<file path="config.mk">
export PLATFORM = sky130hd
export DESIGN_NAME = add_seq_flat
export DESIGN_NICKNAME = d
export VERILOG_FILES = /design/src/rtl/add_pkg.sv /design/src/rtl/add_seq_if.sv /design/src/rtl/add_slice.sv /design/src/rtl/add_seq.sv /design/src/flat_wrapper.sv
export SDC_FILE = /design/constraint.sdc
export NUM_CORES = 1
export LEC_CHECK = 0
export ABC_AREA = 1
export BUFFER_PORTS_ARGS = -buffer_cell sky130_fd_sc_hd__buf_2
export CAP_MARGIN = 10
export CORE_MARGIN = 8
export CORE_UTILIZATION = 40
export CTS_CLUSTER_DIAMETER = 100
export DETAILED_ROUTE_END_ITERATION = 10
export PLACE_DENSITY = 0.7
export SYNTH_ARGS = -nofsm -noshare
export SYNTH_HDL_FRONTEND = slang
export SYNTH_SLANG_ARGS = --single-unit
</file>
<file path="constraint.sdc">
create_clock -name clk -period 3.4 [get_ports clk]
set_clock_uncertainty 0.2 [all_clocks]
set_input_delay 0.68 -clock clk [delete_from_list [all_inputs] [get_ports clk]]
set_output_delay 0.68 -clock clk [all_outputs]
set_load 0.02 [all_outputs]
</file>
<file path="src/rtl/add_pkg.sv">
// Shared constants for the slice-serial adder.
// FSM state encoding and index-width helper.
package add_pkg;

  typedef enum logic [1:0] {
    IDLE = 2'd0,
    RUN  = 2'd1,
    DONE = 2'd2
  } state_e;

  function automatic int idx_w(input int n);
    return (n > 1) ? $clog2(n) : 1;
  endfunction

endpackage

</file>
<file path="src/rtl/add_seq_if.sv">
// Operand/result handshake bundle for add_seq.
// master = producer/consumer side, slave = adder.
interface add_seq_if #(
  parameter int WIDTH = 32
);

  logic             in_valid;
  logic             in_ready;
  logic [WIDTH-1:0] a;
  logic [WIDTH-1:0] b;
  logic             ci;
  logic             out_valid;
  logic             out_ready;
  logic [WIDTH-1:0] s;
  logic             co;
  logic             ov;

  modport master (
    output in_valid, a, b, ci, out_ready,
    input  in_ready, out_valid, s, co, ov
  );

  modport slave (
    input  in_valid, a, b, ci, out_ready,
    output in_ready, out_valid, s, co, ov
  );

endinterface

</file>
<file path="src/rtl/add_slice.sv">
// One SLICE-bit ripple step with carry in/out.
// The only adder in the design.
module add_slice #(
  parameter int SLICE = 8
) (
  input  logic [SLICE-1:0] a,
  input  logic [SLICE-1:0] b,
  input  logic             ci,
  output logic [SLICE-1:0] s,
  output logic             co
);

  // Slice sum with carry out in the extra bit
  always_comb begin
    {co, s} = {1'b0, a} + {1'b0, b} + {{SLICE{1'b0}}, ci};
  end

endmodule

</file>
<file path="src/rtl/add_seq.sv">
// Multi-cycle adder: SLICE bits per clock, NSLICE cycles.
// Results held in DONE until the consumer takes them.
module add_seq
  import add_pkg::*;
#(
  parameter int WIDTH = 32,
  parameter int SLICE = 8
) (
  input logic        clk,
  input logic        rst,
  add_seq_if.slave   bus
);

  localparam int NSLICE = WIDTH / SLICE;
  localparam int IW = idx_w(NSLICE);
  localparam logic [IW-1:0] LAST = IW'(NSLICE - 1);

  if ((WIDTH % SLICE) != 0) begin : g_bad_slice
    $error("add_seq: WIDTH must be a multiple of SLICE");
  end

  state_e           state_q, state_d;
  logic [WIDTH-1:0] a_q, a_d;
  logic [WIDTH-1:0] b_q, b_d;
  logic [WIDTH-1:0] sum_q, sum_d;
  logic [IW-1:0]    idx_q, idx_d;
  logic             cy_q, cy_d;
  logic             co_q, co_d;
  logic             ov_q, ov_d;
  logic             ovld_q, ovld_d;
  logic             ird_q, ird_d;

  int               base;
  logic [SLICE-1:0] sl_a, sl_b, sl_s;
  logic             sl_co;

  // Select the current operand slices
  always_comb begin
    base = int'(idx_q) * SLICE;
    sl_a = a_q[base +: SLICE];
    sl_b = b_q[base +: SLICE];
  end

  add_slice #(
    .SLICE (SLICE)
  ) u_slice (
    .a  (sl_a),
    .b  (sl_b),
    .ci (cy_q),
    .s  (sl_s),
    .co (sl_co)
  );

  // Next-state and datapath update
  always_comb begin
    state_d = state_q;
    a_d     = a_q;
    b_d     = b_q;
    sum_d   = sum_q;
    idx_d   = idx_q;
    cy_d    = cy_q;
    co_d    = co_q;
    ov_d    = ov_q;
    ovld_d  = ovld_q;
    ird_d   = ird_q;
    unique case (state_q)
      IDLE: begin
        if (bus.in_valid) begin
          a_d     = bus.a;
          b_d     = bus.b;
          cy_d    = bus.ci;
          idx_d   = '0;
          sum_d   = '0;
          ird_d   = 1'b0;
          state_d = RUN;
        end
      end
      RUN: begin
        sum_d[base +: SLICE] = sl_s;
        cy_d = sl_co;
        if (idx_q == LAST) begin
          co_d    = sl_co;
          ov_d    = (a_q[WIDTH-1] == b_q[WIDTH-1]) &&
                    (sl_s[SLICE-1] != a_q[WIDTH-1]);
          ovld_d  = 1'b1;
          idx_d   = '0;
          state_d = DONE;
        end else begin
          idx_d = idx_q + IW'(1);
        end
      end
      DONE: begin
        if (bus.out_ready) begin
          ovld_d  = 1'b0;
          ird_d   = 1'b1;
          state_d = IDLE;
        end
      end
      default: begin
        state_d = IDLE;
        ird_d   = 1'b1;
        ovld_d  = 1'b0;
      end
    endcase
  end

  // State registers with synchronous reset
  always_ff @(posedge clk) begin
    if (rst) begin
      state_q <= IDLE;
      a_q     <= '0;
      b_q     <= '0;
      sum_q   <= '0;
      idx_q   <= '0;
      cy_q    <= 1'b0;
      co_q    <= 1'b0;
      ov_q    <= 1'b0;
      ovld_q  <= 1'b0;
      ird_q   <= 1'b1;
    end else begin
      state_q <= state_d;
      a_q     <= a_d;
      b_q     <= b_d;
      sum_q   <= sum_d;
      idx_q   <= idx_d;
      cy_q    <= cy_d;
      co_q    <= co_d;
      ov_q    <= ov_d;
      ovld_q  <= ovld_d;
      ird_q   <= ird_d;
    end
  end

  assign bus.in_ready  = ird_q;
  assign bus.out_valid = ovld_q;
  assign bus.s         = sum_q;
  assign bus.co        = co_q;
  assign bus.ov        = ov_q;

endmodule
</file>
<file path="src/flat_wrapper.sv">
// flat-port wrapper written by rule: the top's interface ports become plain ports
module add_seq_flat import add_pkg::*;
#(
  parameter int WIDTH = 32,
  parameter int SLICE = 8
)
  (clk, rst, bus_in_valid, bus_a, bus_b, bus_ci, bus_out_ready, bus_in_ready, bus_out_valid, bus_s, bus_co, bus_ov);
  add_seq_if #(.WIDTH(WIDTH)) bus_i ();
  input logic clk;
  input logic rst;
  input wire logic [$bits(bus_i.in_valid)-1:0] bus_in_valid;
  input wire logic [$bits(bus_i.a)-1:0] bus_a;
  input wire logic [$bits(bus_i.b)-1:0] bus_b;
  input wire logic [$bits(bus_i.ci)-1:0] bus_ci;
  input wire logic [$bits(bus_i.out_ready)-1:0] bus_out_ready;
  output wire logic [$bits(bus_i.in_ready)-1:0] bus_in_ready;
  output wire logic [$bits(bus_i.out_valid)-1:0] bus_out_valid;
  output wire logic [$bits(bus_i.s)-1:0] bus_s;
  output wire logic [$bits(bus_i.co)-1:0] bus_co;
  output wire logic [$bits(bus_i.ov)-1:0] bus_ov;
  assign bus_i.in_valid = bus_in_valid;
  assign bus_i.a = bus_a;
  assign bus_i.b = bus_b;
  assign bus_i.ci = bus_ci;
  assign bus_i.out_ready = bus_out_ready;
  assign bus_in_ready = bus_i.in_ready;
  assign bus_out_valid = bus_i.out_valid;
  assign bus_s = bus_i.s;
  assign bus_co = bus_i.co;
  assign bus_ov = bus_i.ov;
  add_seq #(.WIDTH(WIDTH), .SLICE(SLICE)) u_core (.clk(clk), .rst(rst), .bus(bus_i));
endmodule
</file>
== Word-level counts from Yosys, hierarchy flattened ==
Index checks and enable logic that the tools add are counted.

* Input port bits: 69
* Bits in registers: 105

* Bitwise gates (word level): 2
* Shift operators: 4
* Muxes and demuxes: 18
* Add/sub/neg operators: 4
* Equal/unequal tests: 8
* Reduce and logical (&&, ||, !) cells: 9

{| class="wikitable"
|+ Operators by type and width
! cell !! count
|-
| 32-bit one-hot mux with 2 select lines || 1
|-
| 32-bit by 6-bit indexed part select with 8-bit output || 2
|-
| 5-bit negation with 33-bit output || 1
|-
| 8-bit by 33-bit variable shift with 32-bit output, first input constant || 1
|-
| 8-bit by 33-bit indexed part select with 32-bit output || 1
|-
| 32-bit bitwise mux || 1
|-
| 32-bit two-way mux || 1
|-
| 2-bit two-way mux || 5
|-
| 8-bit by 8-bit adder with 9-bit output || 1
|-
| 9-bit by 1-bit adder with 9-bit output || 1
|-
| 3-bit AND reduction || 3
|-
| 1-bit one-hot mux with 3 select lines || 2
|-
| 2-bit one-hot mux with 3 select lines || 1
|-
| 2-bit AND reduction || 3
|-
| 1-bit two-way mux || 5
|-
| 2-bit equality test, second input constant || 2
|-
| 2-bit inequality test, second input constant || 2
|-
| 2-bit one-hot mux with 2 select lines || 1
|-
| 2-bit by 1-bit adder with 2-bit output, second input constant || 1
|-
| 2-bit by 1-bit equality test with 1-bit output, second input constant || 1
|-
| 2-bit zero test || 1
|-
| 2-bit by 1-bit inequality test with 1-bit output, second input constant || 1
|-
| 1-bit NOT || 2
|-
| 1-bit one-hot mux with 2 select lines || 1
|-
| 4 further kinds || 4
|}

== Depth between registers and ports, before layout ==
Gate-level depths: netlist of the first run.

* Depth after elaboration: 6
* Gate-level depth with buffers: 17
* Mapped depth without buffers: 14

== By module ==
Synthesis of the first run repeated with hierarchy kept, for this count alone.

* Cells, all modules: 685
* Area, all modules: 4,898.4 um^2

{| class="wikitable"
|+ Modules (own cells, without submodules)
! module !! area each (um^2) !! cells each !! seq. area each (um^2) !! times used
|-
| add_seq || 4,514.3 || 626 || 2,102.0 || 1
|-
| add_slice || 384.1 || 59 || 0.0 || 1
|}

== Least setup slack after synthesis of the first run ==
No wires, ideal clock.

* Kind: flip-flop to flip-flop
* Start: reg u_core.idx_q[0]
* End: reg u_core.sum_q[30] (netlist: u_core.bus.s[30])
* Setup slack: 611 ps
* Cell stages (with the launch flop): 17
* Data arrival time: 2,456 ps
* Buffers on the path: 3
* Required time: 3,068 ps
* Path through: dfxtp_1 buf_2 inv_1 buf_2 buf_2 nor2_1 o22ai_1 fa_1 fa_1 nand2_1 nand2_1 nand3b_1 nand2_1 nand2_1 nand2_1 nand4_1 a21oi_1

* Longest elaborated chain between the ends: 6
* Elaborated cells between the ends (all ways): 9

{| class="wikitable"
|+ Ends and longest elaborated chain
! item !! line !! text
|-
| start, declared || add_seq.sv:26 || <nowiki>logic [IW-1:0] idx_q, idx_d;</nowiki>
|-
| start signal, assigned || add_seq.sv:125 || <nowiki>idx_q <= idx_d;</nowiki>
|-
| 32-bit by 6-bit indexed part select with 8-bit output (on tied branches) || add_seq.sv:40, add_seq.sv:41 ||
|-
| 8-bit by 8-bit adder with 9-bit output || add_slice.sv:15 || <nowiki>{co, s} = {1'b0, a} + {1'b0, b} + {{SLICE{1'b0}}, ci};</nowiki>
|-
| 9-bit by 1-bit adder with 9-bit output || add_slice.sv:15 ||
|-
| 8-bit by 33-bit indexed part select with 32-bit output || add_seq.sv:79 || <nowiki>sum_d[base +: SLICE] = sl_s;</nowiki>
|-
| 32-bit bitwise mux * || add_seq.sv:79 ||
|-
| 32-bit one-hot mux with 2 select lines * || add_seq.sv:66 || <nowiki>unique case (state_q)</nowiki>
|-
| end signal, assigned || add_seq.sv:124 || <nowiki>sum_q <= sum_d;</nowiki>
|-
| end, declared || add_seq.sv:25 || <nowiki>logic [WIDTH-1:0] sum_q, sum_d;</nowiki>
|}

Mark *: on every way between the ends. The rest lies on a longest branch, timed or not.
A chain may end at the register's enable or synchronous reset.

== Final worst setup path of the first run ==
* Start: reg u_core.idx_q[0]
* End: reg u_core.sum_q[28] (netlist: u_core.bus.s[28])

Same word-level chain as after synthesis.

==> metrics.md, run 1 <==
| Metric | Value |
|---|---|
| Worst Setup EP | `u_core.bus.s[28]$_SDFFE_PP0P_` |
| Top-count cell post-synth | `nor2_1` |
| I/O pin count | `105` |
| Top-area cell type share of the netlist area | `45.6%` |
| Hpwl dp | `9.27 mm` |
| Clock root cell | `clkbuf_16` |
| Fmax | `0.346 GHz` |
| Setup Fix Bufs, Post-CTS | `0` |
| Worst Setup SP | `u_core.idx_q[0]$_SDFFE_PP0P_` |
| Via count | `4379` |
| Final setup fails | `0` |
| Top cells by area, synth | `dfxtp_1 46%, nor2_1 14%, o21ai_0 11%, nand2_1 7.2%, a21oi_1 4.0%` |
| Fillers | `1140` |
| Core area | `11300 sq um` |
| Post-synth ARST share | `0%` |
| ANT nets after route | `0` |
| Via density | `5.03` |
| Area Growth Syn to Fin | `19.4%` |
| Post-cts sizing count | `0` |
| Max_slew headroom | `30.8%` |
| CP Data Arrival Time | `2.97 ns` |
| Setup crit start kind | `flop` |
| Pre-CTS setup slack | `0.542 ns` |
| Post-Syn Instances | `639` |
| Max cap viols | `0` |
| IO buf count | `104` |
| First-pass DRT Iterations | `6` |
| CTS max path bufs | `2` |
| Commonest cells post-synth | `173 x nor2_1, 105 x dfxtp_1, 99 x o21ai_0, 89 x nand2_1, 37 x a21oi_1` |
| Area leader, netlist | `dfxtp_1` |
| Sequential cell area fraction in the yosys report | `45.6%` |
| Leakage power | `2.46 nW` |
| # clock sinks | `105` |
| R2R Path End | `u_core.bus.s[28]$_SDFFE_PP0P_` |
| GPL Wtd Cong | `0.853` |
| Distinct cells, synth | `29` |
| FF-to-FF path depth | `11` |
| WS Path Type | `reg -> reg` |
| #FFs+latches synth | `105` |
| VDD IR max | `0.000398 V` |
| Post-synth EDFFs | `0` |
| Status | `finished clean` |
| H-tree depth | `3` |
| Worst slew pin tran | `1.04 ns` |
| Die height | `123 microns` |
| Largest net degree at the start of global routing | `73` |
| Post-DR wirelength/cell | `14.0 microns` |
| Final worst slack | `0.509 ns` |
| Synth warn | `0` |
| Final #Nets | `805` |
| Worst path required time | `3.47 ns` |
| Diode count | `0` |
| Post-Syn Nets | `721` |
| Hold Fails Final Rpt | `0` |
| Setup tns final | `0 ns` |
| Hold buffers post-CTS | `0` |
| Layout cell share with drive strength beyond 1 | `19.1%` |
| Top_reg_cell synth | `dfxtp_1` |
| Total grt overflow | `0` |
| Max Fanout on Critical Path | `45` |
| # DRC | `0` |
| Total power | `3.01 mW` |
| First-pass GRT wire length | `20.3 mm` |
| Global-route usage over all layers | `16.6%` |
| Final period utilization | `85.0%` |
| PwrDens | `547 nW/um^2` |
| Post-Syn Area per Cell | `7.22 sq um` |
| Post-layout min period | `2.89 ns` |
| Reg clk slew, reported paths | `0.08 ns` |
| Initial antenna violation count | `0` |
| Die X | `123 microns` |
| Worst skew pair latency | `0.36 ns` |
| CP endpoint kind | `flop` |
| Starting DRT DRC Count | `354` |
| Die area | `15200 sq um` |
| Crit Reg-Reg Startpoint | `u_core.idx_q[0]$_SDFFE_PP0P_` |
| Reg-to-reg setup timing slack | `0.51 ns` |
| CTS tree | `yes` |
| Starting density of the core | `40.7%` |
| Vias in the first global route | `4278` |
| Worst Hold Class | `reg -> reg` |
| Mapped Area | `4610 sq um` |
| RSZ-0062 raised after global routing | `false` |
| Row count | `39` |
| Final WL | `12.2 mm` |
| Fin. max-slew vios | `0` |
| Num CTS Buffers | `9` |
[cells by family after synthesis]
| family | share of synthesized area [%] |
|---|---|
| and+or+nand+nor | 26.3 |
| AOI/OAI and AO/OA | 17.9 |
| DFF | 45.6 |
| buffers and inverters | 5.81 |
| adders and majority gates | 3.85 |
| xor gates and xnor gates | 0.570 |
[layout make-up]
type	instances	area, sq um	area share (%)
timing repair buffer	111	573	10.4
clock buffer	9	225	4.09
inverter	25	93.8	1.70
tap	143	179	3.25
multi-input combinational	471	2240	40.7
clock inverter	7	90.1	1.64
sequential	105	2100	38.2
[metal layers]
layer,wire length (microns),vias up,global-route usage [%]
li1,-,2260,-
met4,172,0,4.21
met5,0,-,0
met1,5830,1958,22.0
met2,5210,151,25.7
met3,1010,10,5.21
[worst max-delay path: stages (launching register included)]
cell	delay, ns
dfxtp_1	0.32
buf_4	0.28
o21ai_0	0.22
o22ai_1	0.13
fa_1	0.43
fa_1	0.42
nand2_1	0.09
nand2_1	0.07
nand2_1	0.09
xnor2_1	0.24
nand4_1	0.16
a21oi_1	0.16
[state kept, by name, indices dropped and copies added, names as in the netlist]
signal,flops
u_core.a_q,32
u_core.b_q,32
u_core.bus.s,32
u_core.idx_q,2
u_core.state_q,2
u_core.bus.co,1
u_core.bus.in_ready,1
u_core.bus.out_valid,1
u_core.bus.ov,1
u_core.cy_q,1
[stage by stage]
| step | utilization [%] | area [sq um] | hold WS, ns | cells |
|---|---|---|---|---|
| 2_1_floorplan | - | 4610 | 0.249 | 639 |
| 3_3_place_gp | 45.8 | 5190 | 0.241 | 855 |
| 3_5_place_dp | 45.8 | 5190 | 0.245 | 855 |
| 4_1_cts | 48.6 | 5510 | 0.263 | 871 |
| 5_1_grt | 48.6 | 5510 | 0.272 | 871 |
| 6_report | 48.6 | 5510 | 0.258 | 871 |
[layout by cell type, fill, tap and decap left out, types with 7 or more instances in the layout]
| cell type | n |
|---|---|
| nand4_1 | 8 |
| ha_1 | 11 |
| inv_1 | 21 |
| clkbuf_16 | 9 |
| a21oi_1 | 37 |
| nand3_1 | 17 |
| nor2_1 | 173 |
| buf_4 | 7 |
| o21ai_0 | 99 |
| o22ai_1 | 16 |
| dfxtp_1 | 105 |
| nand2_1 | 89 |
| buf_2 | 104 |
[how the worst min path moves through the flow]
stage | from | end | slack [ns] | cells after the start
floorplan | u_core.a_q[16]$_SDFFE_PP0P_ | u_core.a_q[16]$_SDFFE_PP0P_ | 0.25 | 2
global placement | u_core.bus.in_ready$_SDFFE_PP1P_ | u_core.bus.in_ready$_SDFFE_PP1P_ | 0.24 | 2
detailed placement | u_core.bus.in_ready$_SDFFE_PP1P_ | u_core.bus.in_ready$_SDFFE_PP1P_ | 0.24 | 2
CTS | u_core.bus.in_ready$_SDFFE_PP1P_ | u_core.bus.in_ready$_SDFFE_PP1P_ | 0.26 | 2
global route | u_core.bus.s[8]$_SDFFE_PP0P_ | u_core.bus.s[8]$_SDFFE_PP0P_ | 0.27 | 2
finish | u_core.bus.in_ready$_SDFFE_PP1P_ | u_core.bus.in_ready$_SDFFE_PP1P_ | 0.26 | 2
[power breakdown]
| part | total, mW | leakage (nW) | internal (mW) | switching [mW] |
|---|---|---|---|---|
| Sequential | 1.35 | 0.862 | 1.31 | 0.0466 |
| Clock | 1.07 | 0.150 | 0.535 | 0.536 |
| Combinational | 0.588 | 1.45 | 0.201 | 0.386 |
| Total | 3.01 | 2.46 | 2.04 | 0.969 |
Note: power is estimated with default switching activity, not from simulation.
==> inputs of run 2 (changes only) <==
Settings changed: ABC_AREA 1 to unset, SYNTH_HIERARCHICAL set to 1.
==> run 2 against run 1 <==
Fmax fell by 8.2%; clock power fell by 12%; sequential share of layout area rose by 1.1 points; non-clock buffer count did not move; die area fell by 1.2%; critical path type unchanged.
==> metrics.md, run 2 <==
| Metric | Value |
|---|---|
| #FFs+latches synth | `105 (unchanged)` |
| Synth warn | `6 (+6)` |
| Top_reg_cell synth | `dfxtp_1` |
| Global-route usage over all layers | `15.1% (-1.5 points)` |
| Post-DR wirelength/cell | `15.8 microns (+12%)` |
| Clock root cell | `clkbuf_16` |
| Top-count cell post-synth | `nand2_1` |
| # DRC | `0 (unchanged)` |
| WS Path Type | `reg -> reg` |
| Commonest cells after routing, fill and taps aside | `141 x nand2_1, 105 x dfxtp_1, 104 x buf_2, 74 x a21oi_1, 24 x o2bb2ai_1` |
| Distinct cells, synth | `48 (+66%)` |
| Die area | `15000 sq um (-1.2%)` |
| Final #Nets | `658 (-18%)` |
| Synth Area in Adders | `4.46% (+0.61 points)` |
| Worst-case hold slack | `0.254 ns (-0.00445 ns)` |
| Worst skew pair latency | `0.34 ns (-0.02 ns)` |
| Synth Area in Simple Gates | `15.3% (-11 points)` |
| Final WL | `11.4 mm (-6.9%)` |
| Final period utilization | `92.6% (+7.6 points)` |
| Die height | `123 microns (-0.62%)` |
| Post-layout min period | `3.15 ns (+0.259 ns)` |
| RSZ-0062 raised after global routing | `false` |
| Worst path required time | `3.45 ns (-0.02 ns)` |
| CP top delay family | `compound AO/OA/AOI/OAI gates` |
| Diode count | `0 (unchanged)` |
| Mapped Area | `4550 sq um (-1.4%)` |
| # clock sinks | `105 (unchanged)` |
| CP Data Arrival Time | `3.20 ns (+0.23 ns)` |
| CP endpoint kind | `flop` |
| Area Growth Syn to Fin | `17.8%` |
| Top cells by area, synth | `dfxtp_1 46%, nand2_1 12%, a21oi_1 8.1%, mux4_2 7.9%, o2bb2ai_1 4.6%` |
| Max_slew headroom | `57.6% (+27 points)` |
| Synth Area in XOR/XNOR | `0.771% (+0.20 points)` |
| Starting DRT DRC Count | `245 (-31%)` |
| Setup Fix Bufs, Post-CTS | `0 (unchanged)` |
| Max cap viols | `0 (unchanged)` |
| Post-synthesis mux area share | `9.00% (+9.0 points)` |
| Post-Syn Area per Cell | `9.39 sq um (+30%)` |
| Largest net degree at the start of global routing | `65 (-11%)` |
| Post-Syn Instances | `484 (-24%)` |
| Setup tns final | `0 ns (unchanged)` |
| Post-cts sizing count | `0 (unchanged)` |
| Setup crit start kind | `flop` |
| Hpwl dp | `8.56 mm (-7.6%)` |
| Num CTS Buffers | `9 (unchanged)` |
| Fmax | `0.318 GHz (-8.2%)` |
| Max Fanout on Critical Path | `13 (-71%)` |
| I/O pin count | `105 (unchanged)` |
| Top-area cell type share of the netlist area | `46.2% (+0.65 points)` |
| Layout cell share with drive strength beyond 1 | `26.9% (+7.8 points)` |
| Post-synth EDFFs | `0 (unchanged)` |
| Post-Syn Nets | `568 (-21%)` |
| Max incr delay on CP | `0.54 ns (+0.11 ns)` |
| Status | `finished clean` |
| Sequential cell area fraction in the yosys report | `46.2% (+0.65 points)` |
| GPL Wtd Cong | `0.808 (-5.3%)` |
| IO buf count | `104 (unchanged)` |
| PwrDens | `485 nW/um^2 (-11%)` |
| Via density | `5.23 (+4.1%)` |
| Vias in the first global route | `3840 (-10%)` |
| Row count | `39 (unchanged)` |
| Worst slew pin tran | `0.635 ns (-0.402 ns)` |
| Core area | `11300 sq um (-0.43%)` |
| Most common cell after layout, fill and taps aside | `nand2_1` |
| Initial antenna violation count | `0 (unchanged)` |
| Starting density of the core | `40.3% (-0.40 points)` |
| First-pass DRT Iterations | `4 (-2)` |
| Worst-path cell chain | `buf_4 -> mux4_2 -> ha_1 -> a21o_1 -> a21oi_2 -> o221a_2 -> o211ai_1 -> nand3b_1 -> a211oi_1` |
| CTS max path bufs | `2 (unchanged)` |
| Die X | `123 microns (-0.62%)` |
| Worst Hold Class | `reg -> reg` |
| Final setup fails | `0 (unchanged)` |
| Hold buffers post-CTS | `0 (unchanged)` |
| First-pass GRT wire length | `18.4 mm (-9.5%)` |
| Area leader, netlist | `dfxtp_1` |
| Commonest cells post-synth | `141 x nand2_1, 105 x dfxtp_1, 74 x a21oi_1, 24 x o2bb2ai_1, 16 x mux4_2` |
| Post-synth ARST share | `0% (unchanged)` |
| VDD IR max | `0.000317 V (-20%)` |
| Synth Area in Compound Gates | `18.6% (+0.72 points)` |
| Total grt overflow | `0 (unchanged)` |
| Reg clk slew, reported paths | `0.07 ns (about the same)` |
| Slowest cell on the critical path | `mux4_2` |
| ANT nets after route | `0 (unchanged)` |
| Leakage power | `2.20 nW (-11%)` |
| Via count | `3779 (-14%)` |
| Fin. max-slew vios | `0 (unchanged)` |
| Hold Fails Final Rpt | `0 (unchanged)` |
| Crit path buf inv count | `1 (unchanged)` |
| H-tree depth | `3 (unchanged)` |
| CTS tree | `yes` |
| Largest family of logic cells by synthesized area | `compound AO/OA/AOI/OAI gates` |
-- run 2: final cells by class --
type	instances	area (sq um)
multi-input cells	337	2190
inverters	10	37.5
repair buffers	111	573
fillers	1091	5920
clock inverters	7	45.0
flip-flops and latches	105	2100
clock buffers	9	225
well taps	143	179
-- run 2: path summary, 6_finish.rpt --
path | start | endpoint | slack, ns | cells past startpoint
min reg2reg | u_core/b_q[29]$_SDFFE_PP0P_ | u_core/b_q[29]$_SDFFE_PP0P_ | 0.25 | 2
min | u_core/b_q[29]$_SDFFE_PP0P_ | u_core/b_q[29]$_SDFFE_PP0P_ | 0.25 | 2
max reg2reg | u_core/idx_q[0]$_SDFFE_PP0P_ | u_core/bus.ov$_SDFFE_PP0P_ | 0.25 | 9
max | u_core/idx_q[0]$_SDFFE_PP0P_ | u_core/bus.ov$_SDFFE_PP0P_ | 0.25 | 9
-- run 2: worst min-delay path, stage by stage, from the launching register on --
cell and delay, ns:
dfxtp_1 0.31, nand2_1 0.05, a21oi_1 0.05
-- run 2: per-stage QoR --
| stage | std cells | total power, mW | worst slack (ns) | cell area, sq um | util (%) |
|---|---|---|---|---|---|
| after global placement | 706 | 1.67 | 0.309 | 5090 | 45.1 |
| after detailed placement | 706 | 1.68 | 0.257 | 5090 | 45.1 |
| after CTS | 722 | 2.62 | 0.233 | 5360 | 47.5 |
| after global routing | 722 | 2.72 | 0.0488 | 5360 | 47.5 |
| after floorplan | 484 | 1.59 | 0.287 | 4550 | - |
| final | 722 | 2.60 | 0.250 | 5360 | 47.5 |
-- run 2: kinds of logic (layout without fill, tap and decap cells) --
family,after synthesis,count (layout)
compound gates,129,129
fa+ha+maj,15,15
buf+inv,42,137
simple gates,169,169
xor+xnor,4,4
flops,105,105
mux,20,20
-- run 2: report_power, final --
| part | internal, mW | switching, mW | total (mW) | leakage [nW] |
|---|---|---|---|---|
| clock | 0.497 | 0.445 | 0.941 | 0.136 |
| combinational | 0.141 | 0.200 | 0.340 | 1.20 |
| sequential | 1.28 | 0.0351 | 1.32 | 0.857 |
-- run 2: layer usage --
metal	vias up	GRT usage [%]	share of wire (%)
met5	-	0	0
met4	0	3.66	1.2
met3	13	4.28	7.6
met2	125	25.2	47
met1	1758	18.8	45
li1	1883	-	-
